[src/rtl/lsu_rmw.sv]
// Load/store unit bridging the CPU datapath to a single-port, word-wide,
// little-endian data memory. Sub-word stores are done as read-modify-write;
// sub-word loads are sign- or zero-extended.
// Optional feature macro: LSU_MISALIGN_TRAP_EN (reject misaligned half/word).
module lsu_rmw #(
    parameter int ADDR_W = 32
) (
    input  logic              Clock,
    input  logic              Reset_n,
    input  logic              req,
    input  logic              we,
    input  logic [1:0]        size,
    input  logic              sign_ext,
    input  logic [ADDR_W-1:0] addr,
    input  logic [31:0]       wdata,
    output logic              busy,
    output logic              done,
    output logic [31:0]       rdata,
    output logic              misalign,
    output logic [ADDR_W-1:0] mem_addr,
    output logic [31:0]       mem_wdata,
    output logic              mem_rw,
    input  logic [31:0]       mem_rdata
);

    typedef enum logic [1:0] {
        IDLE = 2'd0,
        RD   = 2'd1,
        WR   = 2'd2,
        RESP = 2'd3
    } state_t;

    state_t      state;
    logic        we_q;
    logic [1:0]  size_q;
    logic        sign_q;
    logic [1:0]  lo_q;
    logic [15:0] wdata_q;

    // Select the addressed lane of a memory word and extend it.
    function automatic logic [31:0] extract(input logic [31:0] word,
                                            input logic [1:0]  lo,
                                            input logic [1:0]  sz,
                                            input logic        sx);
        logic [7:0]  b;
        logic [15:0] h;
        case (lo)
            2'd0:    b = word[7:0];
            2'd1:    b = word[15:8];
            2'd2:    b = word[23:16];
            default: b = word[31:24];
        endcase
        h = lo[1] ? word[31:16] : word[15:0];
        if (sz[1])
            extract = word;
        else if (sz[0])
            extract = {{16{sx & h[15]}}, h};
        else
            extract = {{24{sx & b[7]}}, b};
    endfunction

    // Replace only the addressed lane(s) of the old word with store data.
    function automatic logic [31:0] merge(input logic [31:0] old,
                                          input logic [15:0] nd,
                                          input logic [1:0]  lo,
                                          input logic        half);
        logic [31:0] r;
        r = old;
        if (half) begin
            if (lo[1]) r[31:16] = nd;
            else       r[15:0]  = nd;
        end else begin
            case (lo)
                2'd0:    r[7:0]   = nd[7:0];
                2'd1:    r[15:8]  = nd[7:0];
                2'd2:    r[23:16] = nd[7:0];
                default: r[31:24] = nd[7:0];
            endcase
        end
        merge = r;
    endfunction

`ifdef LSU_MISALIGN_TRAP_EN
    function automatic logic is_misaligned(input logic [1:0] sz,
                                           input logic [1:0] lo);
        if (sz[1])      is_misaligned = (lo != 2'd0);
        else if (sz[0]) is_misaligned = lo[0];
        else            is_misaligned = 1'b0;
    endfunction
`else
    assign misalign = 1'b0;
`endif

    // Request sequencer: all handshake and memory-side outputs are registered.
    always_ff @(posedge Clock or negedge Reset_n) begin
        if (!Reset_n) begin
            state     <= IDLE;
            we_q      <= 1'b0;
            size_q    <= 2'd0;
            sign_q    <= 1'b0;
            lo_q      <= 2'd0;
            wdata_q   <= '0;
            busy      <= 1'b0;
            done      <= 1'b0;
            rdata     <= '0;
            mem_addr  <= '0;
            mem_wdata <= '0;
            mem_rw    <= 1'b0;
`ifdef LSU_MISALIGN_TRAP_EN
            misalign  <= 1'b0;
`endif
        end else begin
            case (state)
                IDLE: begin
                    if (req) begin
                        we_q     <= we;
                        size_q   <= size;
                        sign_q   <= sign_ext;
                        lo_q     <= addr[1:0];
                        wdata_q  <= wdata[15:0];
                        busy     <= 1'b1;
                        mem_addr <= {addr[ADDR_W-1:2], 2'b00};
`ifdef LSU_MISALIGN_TRAP_EN
                        if (is_misaligned(size, addr[1:0])) begin
                            misalign <= 1'b1;
                            done     <= 1'b1;
                            state    <= RESP;
                        end else
`endif
                        if (we && size[1]) begin
                            mem_wdata <= wdata;
                            mem_rw    <= 1'b1;
                            state     <= WR;
                        end else begin
                            state <= RD;
                        end
                    end
                end
                RD: begin
                    if (we_q) begin
                        mem_wdata <= merge(mem_rdata, wdata_q, lo_q, size_q[0]);
                        mem_rw    <= 1'b1;
                        state     <= WR;
                    end else begin
                        rdata <= extract(mem_rdata, lo_q, size_q, sign_q);
                        done  <= 1'b1;
                        state <= RESP;
                    end
                end
                WR: begin
                    mem_rw <= 1'b0;
                    done   <= 1'b1;
                    state  <= RESP;
                end
                default: begin
                    done  <= 1'b0;
                    busy  <= 1'b0;
`ifdef LSU_MISALIGN_TRAP_EN
                    misalign <= 1'b0;
`endif
                    state <= IDLE;
                end
            endcase
        end
    end

endmodule

[config.mk]
export PLATFORM = sky130hd
export DESIGN_NAME = lsu_rmw
export DESIGN_NICKNAME = d
export VERILOG_FILES = /design/src/rtl/lsu_rmw.sv
export SDC_FILE = /design/constraint.sdc
export NUM_CORES = 1
export LEC_CHECK = 0
export ABC_AREA = 0
export CELL_PAD_IN_SITES_DETAIL_PLACEMENT = 1
export CELL_PAD_IN_SITES_GLOBAL_PLACEMENT = 2
export CORE_ASPECT_RATIO = 0.8
export CORE_MARGIN = 4
export CORE_UTILIZATION = 29
export DETAILED_ROUTE_END_ITERATION = 10
export GPL_ROUTABILITY_DRIVEN = 0
export MAX_ROUTING_LAYER = met4
export PLACE_DENSITY = 0.82
export SLEW_MARGIN = 20
export SYNTH_ARGS = -nofsm -noshare
export SYNTH_HDL_FRONTEND = slang
export SYNTH_SLANG_ARGS = --single-unit
export TNS_END_PERCENT = 30
[constraint.sdc]
create_clock -name Clock -period 2.3 [get_ports Clock]
set_input_delay 0.23 -clock Clock [delete_from_list [all_inputs] [get_ports Clock]]
set_output_delay 0.23 -clock Clock [all_outputs]
set_load 0.005 [all_outputs]
==> run metrics <==
crit end category flip-flop; cell family with the largest share of critical-path delay compound AO/OA/AOI/OAI gates; core box area 20820 um^2; die extent in x 171.4 um; Clock Sinks 121; Clock Skew 0.008650 ns; beginning of the worst hold path addr[7]; Setup Crit Path Kind flip-flop to flip-flop; endpoints failing setup 0; Slowest cell on crit path ha_1; layout cells sized above 1 20.34%; leak pwr 3.588 nW; DR vias 5311; Die Y 138.7 um; antenna violations before repair 2; period utilisation layout 89.96%; Syn Inst Count 569; ys flop type dfrtp_1; WL/cell 21.53 um; Post-route DRC 0; final net count 861; vias in the first global route 5765; R2R Setup Slk 0.23 ns; Yosys warnings 0; cell mode on critical path o21ai_1; Worst VDD drop 0.5737 mV; grt total ovfl 0; final setup TNS 0 ns; RSZ-0062 raised after global routing false; first-pass GRT wire length 34.04 mm; Max Buffers Root-to-Sink 2; Initial Utilization 29.75%; ys async rst share 100.0%; actual slew at the worst max-slew pin 0.6722 ns; number of buffers inserted during clock tree synthesis 17; Area growth syn-to-layout 44.95%; outcome finished clean; clk slew on worst S/H paths 0.06 ns; gr usage total 19.30%; area of the mapped netlist 6193 um^2; largest net degree at the start of global routing 122; layout filler cell count 2216; Final ANT Viol Nets 0; final hold violation count 0; Pre-antenna DRT Iters 4; core occupancy in the finished layout 43.12%; Slew HR 55.18%; PwrDens 1541 nW/um^2; #FFs+latches synth 121; Crit path buffers/inverters 2; port bufs 199; sequential area share after synthesis 48.89%; Worst-Skew Late Latency 0.43 ns; Ports 203; Post-CTS Setup Bufs 0; Arr. time, crit path 2.41 ns; syn avg cell area 10.88 um^2; Max Slew Vio Count 0; depth of the CTS H-tree 4; drt initial violations 258; worst hold path type primary input to flip-flop; hold_buf cts 1; CP Launch Type flip-flop; Crit. Startpoint state[0]$_DFFE_PN0N_; most common cell after layout, fill and taps aside clkdlybuf4s50_1; placed wire-length estimate 16.66 mm; commonest cells after routing, fill and taps aside 198 x clkdlybuf4s50_1, 121 x dfrtp_1, 59 x mux2_2, 43 x a21oi_1, 42 x o21ai_1; Worst Path Required 2.64 ns; routed vias/inst 5.117; Tmin final 2.069 ns; DRT Wirelength 22.35 mm; worst-path cell chain inv_1 > ha_1 > nor2_1 > a211oi_4 > buf_4 > o21ai_1 > o21ai_1; reg-to-reg startpoint state[0]$_DFFE_PN0N_; post-cts resize count 0; Root Buffer clkbuf_16; row cnt 47; Max Freq 0.4833 GHz; full die area 23770 um^2; CP max FO 32; Crit path largest cell delay 0.43 ns; EDFF count, synth 0; number of max-cap violations 0; Cell variety after synth 50; CTS tree done
metal layers:
metal	track usage (%)	vias up	share of wire, %
li1	-	2407	-
met1	25.00	2646	44
met2	28.17	231	44
met3	7.096	27	10
met4	6.044	0	1.5
met5	-	-	0
path summary, 6_finish.rpt:
check,endpoint,cells after the start
max,mem_wdata[5]$_DFFE_PN0P_,7
min,mem_addr[7]$_DFFE_PN0P_,2
max reg2reg,mem_wdata[5]$_DFFE_PN0P_,7
min reg2reg,rdata[25]$_DFFE_PN0P_,2
max in group asynchronous,mem_addr[14]$_DFFE_PN0P_,3
min in group asynchronous,mem_wdata[2]$_DFFE_PN0P_,3
synthesized netlist by cell type (2+ instances only):
| master | n | area [um^2] |
|---|---|---|
| a21boi_0 | 8 | 60.06 |
| nor2b_1 | 2 | 12.51 |
| and3_4 | 4 | 45.04 |
| a21oi_1 | 43 | 215.2 |
| nor2_1 | 31 | 116.4 |
| a21oi_2 | 17 | 148.9 |
| buf_2 | 17 | 85.08 |
| inv_1 | 15 | 56.30 |
| o21ai_1 | 42 | 210.2 |
| a211oi_2 | 12 | 150.1 |
| buf_4 | 11 | 82.58 |
| o21ai_0 | 9 | 45.04 |
| nor2_2 | 3 | 18.77 |
| nand3b_1 | 13 | 97.59 |
| o221ai_1 | 16 | 140.1 |
| ha_1 | 4 | 50.05 |
| nand2_1 | 42 | 157.7 |
| dfrtp_1 | 121 | 3028 |
| clkbuf_1 | 6 | 22.52 |
| nand3_1 | 25 | 125.1 |
| and3_1 | 4 | 25.02 |
| mux2_2 | 59 | 664.4 |
| a211oi_1 | 18 | 135.1 |
| nor3b_1 | 8 | 60.06 |
| buf_6 | 11 | 123.9 |
| mux2i_1 | 2 | 20.02 |
| buf_1 | 2 | 7.510 |
| nand2b_1 | 2 | 12.51 |
through the flow:
stage / cells / instance area (um^2) / worst slack [ns] / hold WS [ns] / total power [mW]
3_3_place_gp: 1003 / 8290 / 0.3731 / 0.3775 / 10.53
2_1_floorplan: 571 / 6201 / 0.6433 / -0.06559 / 7.953
5_1_grt: 1038 / 8977 / 0.07225 / 0.4115 / 14.77
4_1_cts: 1036 / 8972 / 0.1964 / 0.4028 / 13.97
3_5_place_dp: 1003 / 8290 / 0.2455 / 0.3893 / 10.81
6_report: 1038 / 8977 / 0.2309 / 0.4138 / 13.83
kinds of logic (layout without fill, tap and decap cells):
kind of cell	count (synthesis)	count (layout)	share of synthesized area, %
mux	63	63	11.64
compound gates	174	174	19.82
other cells	1	5	0.06055
buf+inv	64	260	6.485
flops	121	121	48.89
fa+ha+maj	4	4	0.8081
simple gates	142	142	12.30
registers in the layout, indices dropped and copies added, names as in the netlist:
name	count
mem_wdata	32
busy	1
state	2
size_q	2
sign_q	1
wdata_q	16
mem_addr	30
lo_q	2
rdata	32
mem_rw	1
we_q	1
done	1
power breakdown:
group / switching [mW] / internal, mW
Clock: 1.04 / 2.04
Sequential: 0.800 / 3.24
Combinational: 3.35 / 3.37
final cells by class:
class                      count  area [um^2]  share of cell area [%]
sequential                   121         3028                   33.73
multi-input combinational    386         2774                   30.90
timing repair buffer         212         2102                   23.41
clock buffer                  21        480.5                   5.352
tap                          269        336.6                   3.749
clock inverter                11        191.4                   2.132
inverter                      16        60.06                  0.6690
antenna                        2        5.005                 0.05575
Power figures use the tool's default switching activity.
